`src/rtl/sys_skew_buffer.sv`:
```
// ---------------------------------------------------------------------------
// sys_skew_buffer
//
// Diagonal skew stage between the setup controller's operand stream and one
// input port of the systolic array (one instance for weights, one for the
// matrix operand). Each input word is split into LANES byte lanes. Lane i is
// delayed i+1 register stages, so the word enters the array as a diagonal
// wavefront. The stream's last flag travels through its own LANES-deep
// tracker, so out_last lines up with lane LANES-1 of the final word.
//
// Flow control:
//   in_valid qualifies in_data/in_mask/in_last in the cycle it is high. A
//   word is accepted on a posedge where in_valid=1 and stall=0. There is no
//   ready output. While stall=1 every register holds, nothing is captured,
//   and the upstream keeps presenting the same word until stall drops.
//
// Ports:
//   clk            clock; all state updates on posedge
//   rst            asynchronous active-low reset
//   in_data        operand word, lane i = in_data[i*LANE_W +: LANE_W]
//   in_mask        bitwise data mask, same lane layout
//   in_valid       in_data/in_mask/in_last qualified
//   in_last        final word of the current stream (ignored without in_valid)
//   stall          freeze all registers while high
//   out_data       skewed lanes to the array (registered)
//   out_lane_valid per-lane valid (registered)
//   out_last       pulse aligned with lane LANES-1 of the in_last word
//   busy           any valid lane element or last flag still in flight
//
// WORD_SIZE must equal LANES*LANE_W.
// ---------------------------------------------------------------------------
module sys_skew_buffer #(
  parameter int LANES     = 16,
  parameter int LANE_W    = 8,
  parameter int WORD_SIZE = 128
) (
  input  logic                 clk,
  input  logic                 rst,
  input  logic [WORD_SIZE-1:0] in_data,
  input  logic [WORD_SIZE-1:0] in_mask,
  input  logic                 in_valid,
  input  logic                 in_last,
  input  logic                 stall,
  output logic [WORD_SIZE-1:0] out_data,
  output logic [LANES-1:0]     out_lane_valid,
  output logic                 out_last,
  output logic                 busy
);

  // Per-lane "something valid in this lane's shift register".
  logic [LANES-1:0] lane_busy;

  // Last-flag tracker: stage 0 takes the qualified flag, final stage is
  // out_last. Same depth as lane LANES-1, hence aligned with it.
  logic [LANES-1:0] last_sr;

  for (genvar gi = 0; gi < LANES; gi++) begin : g_lane
    localparam int DEPTH = gi + 1;

    logic [LANE_W-1:0] q_data;
    logic              q_lv;
    logic [LANE_W-1:0] d_sr [DEPTH];
    logic [DEPTH-1:0]  v_sr;

    // Qualified lane input: masked data, and a lane valid only when at
    // least one data bit of the lane survives the mask.
    always_comb begin
      q_data = '0;
      q_lv   = 1'b0;
      if (in_valid) begin
        q_data = in_data[gi*LANE_W +: LANE_W] & in_mask[gi*LANE_W +: LANE_W];
        q_lv   = |in_mask[gi*LANE_W +: LANE_W];
      end
    end

    always_ff @(posedge clk or negedge rst) begin
      if (!rst) begin
        v_sr <= '0;
        for (int k = 0; k < DEPTH; k++) begin
          d_sr[k] <= '0;
        end
      end else if (!stall) begin
        d_sr[0] <= q_data;
        v_sr[0] <= q_lv;
        for (int k = 1; k < DEPTH; k++) begin
          d_sr[k] <= d_sr[k-1];
          v_sr[k] <= v_sr[k-1];
        end
      end
    end

    assign out_data[gi*LANE_W +: LANE_W] = d_sr[DEPTH-1];
    assign out_lane_valid[gi]            = v_sr[DEPTH-1];
    assign lane_busy[gi]                 = |v_sr;
  end

  // A fully masked word still advances the tracker, so its in_last is kept.
  always_ff @(posedge clk or negedge rst) begin
    if (!rst) begin
      last_sr <= '0;
    end else if (!stall) begin
      last_sr <= {last_sr[LANES-2:0], in_valid & in_last};
    end
  end

  assign out_last = last_sr[LANES-1];

  // OR of register bits only; drops in the cycle after the final element
  // leaves the last stage of lane LANES-1.
  assign busy = (|lane_busy) | (|last_sr);

endmodule

```
`config.mk`:
```
export PLATFORM = sky130hd
export DESIGN_NAME = sys_skew_buffer
export DESIGN_NICKNAME = d
export VERILOG_FILES = /design/src/rtl/sys_skew_buffer.sv
export SDC_FILE = /design/constraint.sdc
export NUM_CORES = 1
export LEC_CHECK = 0
export BUFFER_PORTS_ARGS = -buffer_cell sky130_fd_sc_hd__buf_2
export CAP_MARGIN = 20
export CORE_UTILIZATION = 50
export CTS_CLUSTER_DIAMETER = 150
export DETAILED_ROUTE_END_ITERATION = 12
export GPL_TIMING_DRIVEN = 0
export PLACE_DENSITY = 0.79
export SYNTH_ARGS = -nofsm -noshare
export SYNTH_HDL_FRONTEND = slang
export SYNTH_SLANG_ARGS = --single-unit
```
`constraint.sdc`:
```
create_clock -name clk -period 2.9 [get_ports clk]
set_clock_uncertainty 0.15 [all_clocks]
set_input_delay 0.145 -clock clk [delete_from_list [all_inputs] [get_ports clk]]
set_output_delay 0.145 -clock clk [all_outputs]
set_load 0.02 [all_outputs]
```
==> impl_metrics.py <==
metrics = {
    "status": {
        "outcome": "complete, but fails checks",
        "violations": "negative hold slack",
    },
    "cts": {
        "clkTransAtPathRegs_ns": 0.06,
        "clock-sinks": 1240,
        "root_buffer": "clkbuf_16",
        "ctsHoldBuffers": 306,
        "cts_tree": "built",
        "numCtsBuffers": 121,
        "clkLatencyLatePin_ns": 0.69,
        "htreeDepth": 3,
        "clk_path_buf_depth": 3,
    },
    "yosys": {
        "synthTopCellsByArea": "dfrtp_1 62%, mux2_2 14%, mux2_4 14%",
        "syn_area_per_cell_um2": 15.8,
        "synth_warnings": 0,
        "ys_ff_latch": 1240,
        "synth_top_area_share_pct": 62.3,
        "yosysTopAreaCell": "dfrtp_1",
        "ys_seq_area_share_pct": 62.3,
        "ys_types": 18,
        "synthCells": 3157,
        "synth_area_um2": 49800,
        "synthesis.nets": 3418,
    },
    "global_routing": {
        "overflow": 0,
        "grt_pass1_vias": 31400,
        "grt_usage_pct": 22.4,
        "grt_max_degree": 181,
        "antenna_found_initial": 5,
        "grt_pass1_wl_mm": 178,
    },
    "sta": {
        "fin_ws_ns": 0.00136,
        "drv_slew": 0,
        "holdWs_ns": -0.175,
        "fin_crit_ns": 2.90,
        "timing.final.crit_share_pct": 100,
        "rsz0062_at_grt": "true",
        "final_hold_viol_count": 89,
        "final-setup-viol-count": 0,
        "slew_headroom_pct": 31.6,
        "fmax_mhz": 345,
        "worst_pin_slew_ns": 1.03,
    },
    "setup_path": {
        "crit_path_max_fanout": 3,
        "critPathArrivalTime_ns": 2.60,
        "r2r_cells": 2,
        "crit_type": "reg2out",
        "cp-end-kind": "primary output",
        "slowest_stage": "nor4_4",
        "slowest_delay_ns": 0.47,
        "cp.required_ns": 2.61,
        "cpMostUsedCell": "nor4_4",
        "start_kind": "register",
        "crit_chain": "nor4_4 > nand4_1 > nor4_4 > nand3_4 > buf_6",
    },
    "floorplan": {
        "die_x_um": 318,
        "start_util_pct": 50.6,
        "num_io_pins": 407,
        "dieArea_um2": 101000,
        "die_h_um": 318,
        "core_um2": 98600,
        "placementRows": 115,
    },
    "pwr": {
        "p_per_area_nw_per_um2": 742,
        "p_leak_nw": 30.4,
        "peakVddDrop_v": 0.000554,
    },
    "finish": {
        "layout_commonest_cell": "dfrtp_1",
        "multi_input_area_um2": 16700,
        "fillerInstances": 6899,
        "final_cell_mix": "1239 x dfrtp_1, 630 x mux2_2, 483 x buf_2",
        "synthToLayoutAreaGrowth_pct": 22.5,
        "final_core_util_pct": 61.9,
        "layout-drive-gt1-share_pct": 48.3,
        "regArea_um2": 31000,
        "fin_nets": 4263,
    },
    "run": {
        "maxCapViolCount": 0,
    },
    "drt": {
        "drcViolationCount": 0,
        "via_per_inst": 5.33,
        "dr.pass1.iters": 5,
        "drt_iter0_drc": 1654,
        "avgRoutedWirePerCell_um": 20.6,
        "ant_nets": 0,
        "routed_wl_mm": 111,
        "vias": 28700,
    },
    "placed_design": {
        "place_ws_ns": -0.307,
        "io_buffers": 404,
        "dp.final_hpwl_mm": 68.3,
        "finalWeightedCongestion": 0.835,
    },
    "min_path": {
        "hp-class": "in2async",
    },
}
-- routing by layer --
metal  global-route usage [%]  routed length [um]
met5                        0                  25
met4                     10.4                4910
met3                     4.02                5350
met2                     36.7               53600
met1                     28.9               46900
-- through the flow --
step                TNS, ns  power (mW)  cells  hold slack, ns  area (um2)
global route         -0.108        47.3   5388          -0.132       61000
floorplan                 0        26.6   3157          -0.301       49800
finish                    0        45.3   5391          -0.175       61100
detailed placement   -0.307        29.0   4856         -0.0323       53700
global placement          -        28.6   4848           0.249       53500
CTS                  -0.121        45.6   5384          -0.163       61000
-- cell usage after synthesis (all sizes together) --
cell    count
mux2     1095
dfrtp    1240
o21ai     159
or4        32
buf       279
clkbuf     27
nor2        1
nand2     145
nor2b       1
nand3     127
nor4       40
nand4       9
a32o        2
-- report_power, final --
| group | switching [mW] | leakage, nW | internal (mW) |
|---|---|---|---|
| Sequential | 1.84 | 16.6 | 20.2 |
| Clock | 6.63 | 2.01 | 9.58 |
| Combinational | 2.91 | 11.9 | 4.19 |
-- path summary, 6_finish.rpt --
path / start / endpoint / slack [ns]
max in group asynchronous: rst / g_lane[10].d_sr[35] / 0.51
worst max-delay path: g_lane[7].v_sr[0] / busy / 0.001
worst max register to register: g_lane[13].d_sr[109] / g_lane[13].d_sr[109] / 1.42
min in group clk: in_mask[66] / g_lane[8].d_sr[66] / 0.10
worst min-delay path: rst / g_lane[0].d_sr[1] / -0.17
worst min register to register: g_lane[14].d_sr[93] / g_lane[14].d_sr[85] / 0.32
-- flip-flops by register name, summed over array words and instances (netlist names) --
signal       cells
g_lane.v_sr    136
out_data       120
g_lane.d_sr    968
last_sr         16
-- cells by family (layout without fill, tap and decap cells) --
logic type,after synthesis,after routing,synth area share (%)
AOI/OAI and AO/OA,161,161,1.64
buffers and inverters,306,1247,4.41
DFF,1240,1240,62.3
muxes,1095,1095,28.2
other,0,6,0
and+or+nand+nor,355,355,3.48
-- area by class of cell --
class                           count  area share (%)
Timing Repair Buffer              722            8.80
Buffer                            306            3.60
Clock inverter                     38            1.01
Clock buffer                      181            5.74
Multi-Input combinational cell   1611            27.4
Sequential cell                  1240            50.8
Antenna cell                        6          0.0246
Tap cell                         1287            2.64
-- worst max-delay path, delay by kind of cell (launching register included) --
family,cells,cell delay (ns)
and+or+nand+nor,4,1.26
buffers and inverters,1,0.18
DFF,1,0.44
-- timing repair --
item	4_1_cts	5_1_grt
setup endpoints to repair	1	80
cloned	0	1
pin swaps	4	3
setup buffers	3	0
resized for setup	13	4
hold endpoints to repair	502	89
No activity file was read; power rests on OpenSTA's default activity.
